$ cat src/rtl/matrix_mul_seq_ctrl.sv
// matrix_mul_seq_ctrl: streams in complex matrices A and B, then emits A*B one element at a time
module matrix_mul_seq_ctrl #(
  parameter int A_N   = 2,
  parameter int A_M   = 2,
  parameter int B_N   = 2,
  parameter int B_M   = 2,
  parameter int WIDTH = 16
) (
  input  logic             clk,
  input  logic             rst,
  input  logic             in_valid,
  output logic             in_ready,
  input  logic [WIDTH-1:0] in_re,
  input  logic [WIDTH-1:0] in_im,
  output logic             out_valid,
  input  logic             out_ready,
  output logic [WIDTH-1:0] out_re,
  output logic [WIDTH-1:0] out_im,
  output logic             out_last,
  output logic             busy
);
  localparam int A_SZ   = A_N * A_M;
  localparam int B_SZ   = B_N * B_M;
  localparam int LD_MAX = A_SZ > B_SZ ? A_SZ : B_SZ;
  localparam int LW     = $clog2(LD_MAX + 1);
  localparam int AIW    = A_SZ > 1 ? $clog2(A_SZ) : 1;
  localparam int BIW    = B_SZ > 1 ? $clog2(B_SZ) : 1;
  localparam int KW     = $clog2(A_M + 1);
  localparam int IW     = $clog2(A_N + 1);
  localparam int JW     = $clog2(B_M + 1);
  localparam int AW     = 2 * WIDTH + $clog2(A_M) + 1;
  localparam int FB     = WIDTH / 2;

  generate
    if (A_M != B_N) begin : g_dim_err
      $error("matrix_mul_seq_ctrl: A_M must equal B_N");
    end
  endgenerate

  typedef enum logic [1:0] {LOAD_A, LOAD_B, CALC, OUT} state_t;

  state_t                  state_q, state_d;
  logic [LW-1:0]           ld_q, ld_d;
  logic [KW-1:0]           k_q, k_d;
  logic [IW-1:0]           i_q, i_d;
  logic [JW-1:0]           j_q, j_d;
  logic signed [AW-1:0]    acc_re_q, acc_re_d, acc_im_q, acc_im_d;
  logic [WIDTH-1:0]        out_re_q, out_re_d, out_im_q, out_im_d;
  logic signed [WIDTH-1:0] a_re [A_SZ];
  logic signed [WIDTH-1:0] a_im [A_SZ];
  logic signed [WIDTH-1:0] b_re [B_SZ];
  logic signed [WIDTH-1:0] b_im [B_SZ];
  logic [AIW-1:0]          a_idx;
  logic [BIW-1:0]          b_idx;
  logic signed [WIDTH-1:0] ar, ai, br, bi;
  logic signed [2*WIDTH-1:0] m_rr, m_ii, m_ri, m_ir;
  logic signed [AW-1:0]    p_re, p_im;
  logic                    in_fire, out_fire, ld_a_done, ld_b_done, k_done, res_last, a_we, b_we;

  // state and datapath registers, async reset back to an empty LOAD_A
  always_ff @(posedge clk or posedge rst) begin
    if (rst) begin
      state_q  <= LOAD_A;
      ld_q     <= '0;
      k_q      <= '0;
      i_q      <= '0;
      j_q      <= '0;
      acc_re_q <= '0;
      acc_im_q <= '0;
      out_re_q <= '0;
      out_im_q <= '0;
    end else begin
      state_q  <= state_d;
      ld_q     <= ld_d;
      k_q      <= k_d;
      i_q      <= i_d;
      j_q      <= j_d;
      acc_re_q <= acc_re_d;
      acc_im_q <= acc_im_d;
      out_re_q <= out_re_d;
      out_im_q <= out_im_d;
    end
  end

  // matrix storage, written only on accepted input transfers
  always_ff @(posedge clk) begin
    if (a_we) begin
      a_re[ld_q[AIW-1:0]] <= in_re;
      a_im[ld_q[AIW-1:0]] <= in_im;
    end
    if (b_we) begin
      b_re[ld_q[BIW-1:0]] <= in_re;
      b_im[ld_q[BIW-1:0]] <= in_im;
    end
  end

  // handshake and sequencing conditions
  always_comb begin
    in_fire   = in_valid && in_ready;
    out_fire  = out_valid && out_ready;
    ld_a_done = ld_q == LW'(A_SZ - 1);
    ld_b_done = ld_q == LW'(B_SZ - 1);
    k_done    = k_q == KW'(A_M - 1);
    res_last  = (i_q == IW'(A_N - 1)) && (j_q == JW'(B_M - 1));
    a_we      = in_fire && state_q == LOAD_A;
    b_we      = in_fire && state_q == LOAD_B;
  end

  // next-state logic
  always_comb begin
    state_d = state_q;
    case (state_q)
      LOAD_A:  if (in_fire && ld_a_done) state_d = LOAD_B;
      LOAD_B:  if (in_fire && ld_b_done) state_d = CALC;
      CALC:    if (k_done) state_d = OUT;
      OUT:     if (out_fire) state_d = res_last ? LOAD_A : CALC;
      default: state_d = LOAD_A;
    endcase
  end

  // one complex MAC per CALC cycle on A[k][i] * B[j][k]
  always_comb begin
    a_idx = AIW'(k_q * A_N + i_q);
    b_idx = BIW'(j_q * B_N + k_q);
    ar    = a_re[a_idx];
    ai    = a_im[a_idx];
    br    = b_re[b_idx];
    bi    = b_im[b_idx];
    m_rr  = ar * br;
    m_ii  = ai * bi;
    m_ri  = ar * bi;
    m_ir  = ai * br;
    p_re  = AW'(m_rr) - AW'(m_ii);
    p_im  = AW'(m_ri) + AW'(m_ir);
  end

  // counters, accumulators and the registered result slice
  always_comb begin
    ld_d     = ld_q;
    k_d      = k_q;
    i_d      = i_q;
    j_d      = j_q;
    acc_re_d = acc_re_q;
    acc_im_d = acc_im_q;
    out_re_d = out_re_q;
    out_im_d = out_im_q;
    if (in_fire)
      ld_d = ((state_q == LOAD_A) ? ld_a_done : ld_b_done) ? '0 : ld_q + 1'b1;
    if (b_we && ld_b_done) begin
      acc_re_d = '0;
      acc_im_d = '0;
    end
    if (state_q == CALC) begin
      acc_re_d = acc_re_q + p_re;
      acc_im_d = acc_im_q + p_im;
      k_d      = k_done ? '0 : k_q + 1'b1;
      out_re_d = acc_re_d[WIDTH+FB-1:FB];
      out_im_d = acc_im_d[WIDTH+FB-1:FB];
    end
    if (out_fire) begin
      acc_re_d = '0;
      acc_im_d = '0;
      i_d      = (i_q == IW'(A_N - 1)) ? '0 : i_q + 1'b1;
      j_d      = res_last ? '0 : (i_q == IW'(A_N - 1)) ? j_q + 1'b1 : j_q;
    end
  end

  // state-decoded handshakes and status
  always_comb begin
    in_ready  = state_q == LOAD_A || state_q == LOAD_B;
    out_valid = state_q == OUT;
    busy      = state_q == CALC || state_q == OUT;
    out_last  = out_valid && res_last;
    out_re    = out_re_q;
    out_im    = out_im_q;
  end
endmodule

$ cat config.mk
export PLATFORM = sky130hd
export DESIGN_NAME = matrix_mul_seq_ctrl
export DESIGN_NICKNAME = d
export VERILOG_FILES = /design/src/rtl/matrix_mul_seq_ctrl.sv
export SDC_FILE = /design/constraint.sdc
export NUM_CORES = 2
export LEC_CHECK = 0
export CAP_MARGIN = 25
export CORE_AREA = 8 8 332 334
export DETAILED_ROUTE_END_ITERATION = 10
export DIE_AREA = 0 0 340 342
export PLACE_DENSITY = 0.67
export SYNTH_ARGS = -nofsm -noshare
export SYNTH_HDL_FRONTEND = slang
export SYNTH_SLANG_ARGS = --single-unit
$ cat constraint.sdc
create_clock -name clk -period 7.9 [get_ports clk]
set_input_delay 1.58 -clock clk [delete_from_list [all_inputs] [get_ports clk]]
set_output_delay 1.58 -clock clk [all_outputs]
set_load 0.02 [all_outputs]
# Yosys cells after proc, flatten, opt, wreduce, memory -nomap -nowiden
# Memory sizes are Yosys's and may differ from the RTL's.
# Index checks and enable logic that the tools add are counted.
# word_totals
out_inout_bits,36
latchBits,0
memories,4
elab_cells,73
reg_bits,111
in_bits,36
mem_bits_ro,0
ramBits,256
# memory_table
name,words,word_bits,read_ports,rd_clocked_by_memory_dff,wr,line_no,rtl
a_im,4,16,1,0,1,50,logic signed [WIDTH-1:0] a_im [A_SZ];
a_re,4,16,1,0,1,49,logic signed [WIDTH-1:0] a_re [A_SZ];
b_im,4,16,1,0,1,52,logic signed [WIDTH-1:0] b_im [B_SZ];
b_re,4,16,1,0,1,51,logic signed [WIDTH-1:0] b_re [B_SZ];
# classes
n_mux,20
bitwise_logic,0
eq_ne,11
reduce_logical,15
n_shift,0
n_mul,4
div,0
order_cmp,0
addsub,10
# ops
operator,n
2-to-1 mux 34 bit,5
multiplier 16 x 16 -> 32 bit,4
adder 34 x 33 -> 34 bit,2
adder 32 x 32 -> 33 bit,1
subtractor 32 x 32 -> 33 bit,1
2-to-1 mux 2 bit,9
equality test 2 x 1 -> 1 bit (second input constant),4
logical AND 1 bit,8
one-hot mux 2 bit (4 select lines),1
adder 2 x 1 -> 2 bit (second input constant),3
inequality test 2 x 1 -> 1 bit (second input constant),3
adder 2 bit,2
equality test 2 bit (second input constant),2
2-to-1 mux 1 bit,4
AND reduction 4 bit,1
adder 3 x 1 -> 3 bit (second input constant),1
equality test 3 x 2 -> 1 bit (second input constant),1
2-to-1 mux 3 bit,1
nonzero test 3 bit,1
zero test 2 bit,1
logical OR 1 bit,2
inequality test 2 bit (second input constant),1
AND reduction 2 bit,1
nonzero test 2 bit,1

# Logic depth before layout (Yosys ltp)
# depth
depth_word,8
mapped_depth,36
ltp_nobuf,32

# Worst setup path before layout
# OpenSTA, ideal clock, no wires.
# synth_path
kind,register to register
startpoint,register k_q[0]
endpoint,register acc_im_q[18]
slack_ns,-0.548
stages_incl_launch_ff,31
setup_time_ns,0.118
t_required_ns,7.782
path_buffers,4
period_less_slack_ns,8.448
arrival_ns,8.330
path_cell_list,dfrtp_1 > xnor2_1 > buf_2 > clkbuf_1 > buf_1 > nand2_1 > nand2_1 > clkbuf_1 > nor2_1 > fa_1 > fa_1 > inv_1 > fa_1 > fa_1 > fa_1 > inv_1 > fa_1 > fa_1 > inv_1 > fa_1 > inv_1 > ha_1 > a2111oi_0 > o21ai_0 > a41oi_1 > o21bai_1 > a211oi_1 > a21oi_1 > xnor2_1 > nor2_1 > a21o_1
# synth_via
elab_chain_cells,7
elab_cells_between_ends,12
classes_between,add/sub (4); mul (2); mux (2); memory (4)
# synth_rtl
element,line_no,rtl
from (decl),44,"logic [KW-1:0] k_q, k_d;"
from (signal assigned),75,k_q <= k_d;
"adder 2 bit, on equally long branches","123, 124",
"memory read (4 x 16 bit), on equally long branches",n/a,
"multiplier 16 x 16 -> 32 bit, on equally long branches","131, 132",
adder 32 x 32 -> 33 bit *,134,p_im = AW'(m_ri) + AW'(m_ir);
adder 34 x 33 -> 34 bit *,155,acc_im_d = acc_im_q + p_im;
2-to-1 mux 34 bit *,153,if (state_q == CALC) begin
2-to-1 mux 34 bit *,160,if (out_fire) begin
to (signal assigned),79,acc_im_q <= acc_im_d;
to (decl),47,"logic signed [AW-1:0] acc_re_q, acc_re_d, acc_im_q, acc_im_d;"
# Mark *: on every way between the ends. The rest lies on a longest branch, timed or not.
# A chain may end at the register's enable or synchronous reset.

# Worst setup path after layout
# layout_path
startpoint,register i_q[1]
endpoint,register out_im_q[15] (netlist: out_im[15])
# layout_via
elab_chain_cells,5
elab_cells_between_ends,7
classes_between,add/sub (3); mul (2); memory (2)
# layout_rtl
element,line_no,rtl
from (decl),45,"logic [IW-1:0] i_q, i_d;"
from (signal assigned),76,i_q <= i_d;
adder 2 bit *,123,a_idx = AIW'(k_q * A_N + i_q);
"memory read (4 x 16 bit), on equally long branches",n/a,
"multiplier 16 x 16 -> 32 bit, on equally long branches","131, 132",
adder 32 x 32 -> 33 bit *,134,
adder 34 x 33 -> 34 bit *,155,
to (signal assigned),81,out_im_q <= out_im_d;
to (decl),48,"logic [WIDTH-1:0] out_re_q, out_re_d, out_im_q, out_im_d;"
# Marks and branches as above.

==> metrics.md <==
| Metric | Value |
|---|---|
| Post-route ant nets | `0` |
| Largest area contributor in the netlist | `fa_1` |
| RSZ-0062 raised after global routing | `true` |
| Worst Path Required | `approximately 8.4 ns` |
| Yosys cell types | `52` |
| Final Hold Fails | `0` |
| Slew Limit Headroom | `a little over half` |
| Post-synthesis net count | `about 5,700` |
| Netlist Area Pre-Place | `44,630 um^2` |
| Via-to-Cell Ratio | `a little over 5` |
| First-pass GRT wire length | `around 230 mm` |
| Worst Skew | `roughly 0.054 ns` |
| Worst slew pin tran | `slightly below 0.7 ns` |
| Hpwl dp | `~120 mm` |
| Crit Path Max Fanout | `13` |
| Pin count of the biggest net entering global routing | `52` |
| Ranking of synthesized cells by area | `fa_1 (39%), edfxtp_1 (17%), inv_1 (8.5%)` |
| Number of global-route vias before repair | `35,620` |
| Highest routed metal layer | `met5` |
| Max Cap Viol | `0` |
| Area Growth Syn to Fin | `22.81%` |
| CP peak stage delay | `around 0.52 ns` |
| WL/cell | `~23 um` |
| Tcrit/Tclk final | `101.6%` |
| Site Rows | `between 100 and 150` |
| Via Count | `33,450` |
| Initial drt markers | `~2,700` |
| Share of cells above drive strength 1 | `16.73%` |
| Avg Cell Area, Syn | `roughly 9.8 um^2` |
| Seq/Total Area, Yosys | `22.33%` |
| Clock Sinks | `around 350` |
| IO Port Bufs | `71` |
| Synth Flop Type | `edfxtp_1` |
| Tmin final | `~8.0 ns` |
| Crit path kind | `reg -> reg` |
| Routed wl met3 | `around 14 mm` |
| CTS H-tree depth | `2` |
| Final nets | `approximately 6,300` |
| Clock slew at reported path FFs | `approximately 0.06 ns` |
| Crit path DAT | `approximately 8.5 ns` |
| GRT Residual Overflow | `0` |
| Clock root buffer | `clkbuf_16` |
| CP max stage cell | `fa_1` |
| Most frequent cell after synthesis | `inv_1` |
| Die W | `~340 um` |
| YS warnings | `0` |
| Failing checks | `setup timing` |
| Clock latency on the worst-skew pair | `0.63 ns` |
| Post-synthesis register bit count | `roughly 350` |
| CTS buffer count | `40` |
| Startpoint types | `register` |
| Wire length on met2 | `69.05 mm` |
| Residual DRC count | `0` |
| Synth top cells by count | `inv_1 (1,005), fa_1 (879), nand2_1 (800)` |
| Gpl congestion | `around 1.1` |
| Starting Density | `between 40% and 50%` |
| Max clock buf depth | `3` |
| Drt pass-1 iters | `5` |
| Die height | `about 340 um` |
| Setup ws final | `-0.1288 ns` |
| Antenna violations before repair | `2` |
| I/O pin count | `a little over 70` |
| Status | `finished with violations` |
| Wl on met1 | `58.67 mm` |
| EDFF count, synth | `256` |
| Die area | `116,300 um^2` |
| Final-report max-slew violation count | `0` |
| CTS tree | `yes` |
| Synthesized instance count | `about 4,600` |
| Setup_tns | `-0.2737 ns` |
| Core Box Area | `104,700 um^2` |
| Post-layout util | `52.37%` |
| Share of the synthesized area in the top cell type | `between 30% and 40%` |
| All-layer global routing usage | `26.10%` |
| DRT Wirelength | `150.7 mm` |
| Final Setup Violations | `4` |
| Crit end category | `register` |
| Most used cell, CP | `fa_1` |
| HP Class | `reg -> reg` |
| Fillers | `between 9,000 and 10,000` |
| Async SR Flop Fraction | `a little over a quarter` |
| Max frequency | `between 100 and 150 MHz` |
path summary, 6_finish.rpt:
check	end	startpoint	cells past startpoint	slack [ns]
max in group asynchronous	out_im[15]$_DFFE_PP0P_	rst	3	5.36
worst min-delay path	out_im[8]$_DFFE_PP0P_	out_im[8]$_DFFE_PP0P_	2	0.47
worst max register to register	out_im[15]$_DFFE_PP0P_	i_q[1]$_DFFE_PP0P_	31	-0.13
worst min register to register	out_im[8]$_DFFE_PP0P_	out_im[8]$_DFFE_PP0P_	2	0.47
worst max-delay path	out_im[15]$_DFFE_PP0P_	i_q[1]$_DFFE_PP0P_	31	-0.13
min in group asynchronous	acc_re_q[7]$_DFFE_PP0P_	rst	2	1.38
state kept, by name (all words and copies together), names as in the netlist:
| name | count |
|---|---|
| acc_re_q | 24 |
| a_re | 64 |
| b_im | 64 |
| i_q | 2 |
| state_q | 2 |
| acc_im_q | 24 |
| k_q | 2 |
| out_im | 16 |
| b_re | 64 |
| j_q | 2 |
| a_im | 64 |
| ld_q | 3 |
| out_re | 16 |
through the flow:
stage	hold WS [ns]	cell area, um^2	instances	setup WS [ns]
6_report	0.4729	54810	6525	-0.1288
2_1_floorplan	0.4459	44800	4560	0.009636
4_1_cts	0.4762	54520	6518	-0.09022
3_5_place_dp	0.4621	52290	6404	-0.5533
3_3_place_gp	0.4586	52200	6399	-0.6066
5_1_grt	0.4819	54810	6524	-0.4188
final cells by class:
type / instances / area, um^2 / area share [%]
Sequential cell: 347 / 9976 / 18.20
Clock inverter: 24 / 300.3 / 0.5478
Timing Repair Buffer: 693 / 7077 / 12.91
Clock buffer: 48 / 1041 / 1.899
Antenna cell: 1 / 2.502 / 0.004565
Inverter: 1006 / 3779 / 6.894
Multi-Input combinational cell: 3015 / 30900 / 56.37
Tap cell: 1391 / 1740 / 3.175
per-layer routing:
metal | up-vias | GRT usage (%)
met5 | - | 0
met4 | 4 | 12.69
met3 | 328 | 5.810
met2 | 1506 | 41.66
met1 | 17000 | 33.68
li1 | 14610 | -
worst max-delay path, delay by kind of cell (launching register included):
family / cells / cell delay [ns]
fa+ha+maj: 9 / 4.15
compound gates: 7 / 1.34
buf+inv: 8 / 1.14
flops: 1 / 0.42
simple gates: 5 / 0.40
xor+xnor: 2 / 0.38
placed cells by master, fill, tap and decap left out, types with 10 or more instances in the layout:
master and count:
buf_12 120, buf_6 26, nor2_2 11, xnor2_1 103
mux2i_1 19, a21oi_1 20, buf_4 467, fa_1 870
nor2_1 543, o21ai_1 22, nand2_2 10, nand2b_1 10
nand2_1 789, o21ai_2 22, o21ai_4 15, a21o_1 26
edfxtp_1 256, nand3_1 58, inv_1 1002, o21ai_0 22
o21a_1 41, ha_1 257, mux4_2 27, dfrtp_1 86
clkinv_2 11, clkdlybuf4s50_1 71, clkbuf_16 41, xor2_1 23
what timing repair did:
action / CTS / global route
hold buffers: 0 / 0
setup endpoints to repair: 36 / 36
cloned: 2 / 1
resized for setup: 114 / 50
setup buffers: 41 / 7
pin swaps: 21 / 30
logic make-up (layout without fill, tap and decap cells):
| group | after synthesis | count (layout) | synth area share [%] |
|---|---|---|---|
| simple gates | 1468 | 1468 | 12.76 |
| buf+inv | 1199 | 1771 | 10.17 |
| fa+ha+maj | 1139 | 1139 | 46.72 |
| flops | 347 | 347 | 22.33 |
| compound gates | 209 | 209 | 2.938 |
| xor+xnor | 138 | 139 | 2.907 |
| mux | 60 | 60 | 2.181 |
| other cells | 0 | 1 | 0 |
Power is not shown: default switching activity piles up to over one toggle a cycle in this logic, so the estimate is an artifact.
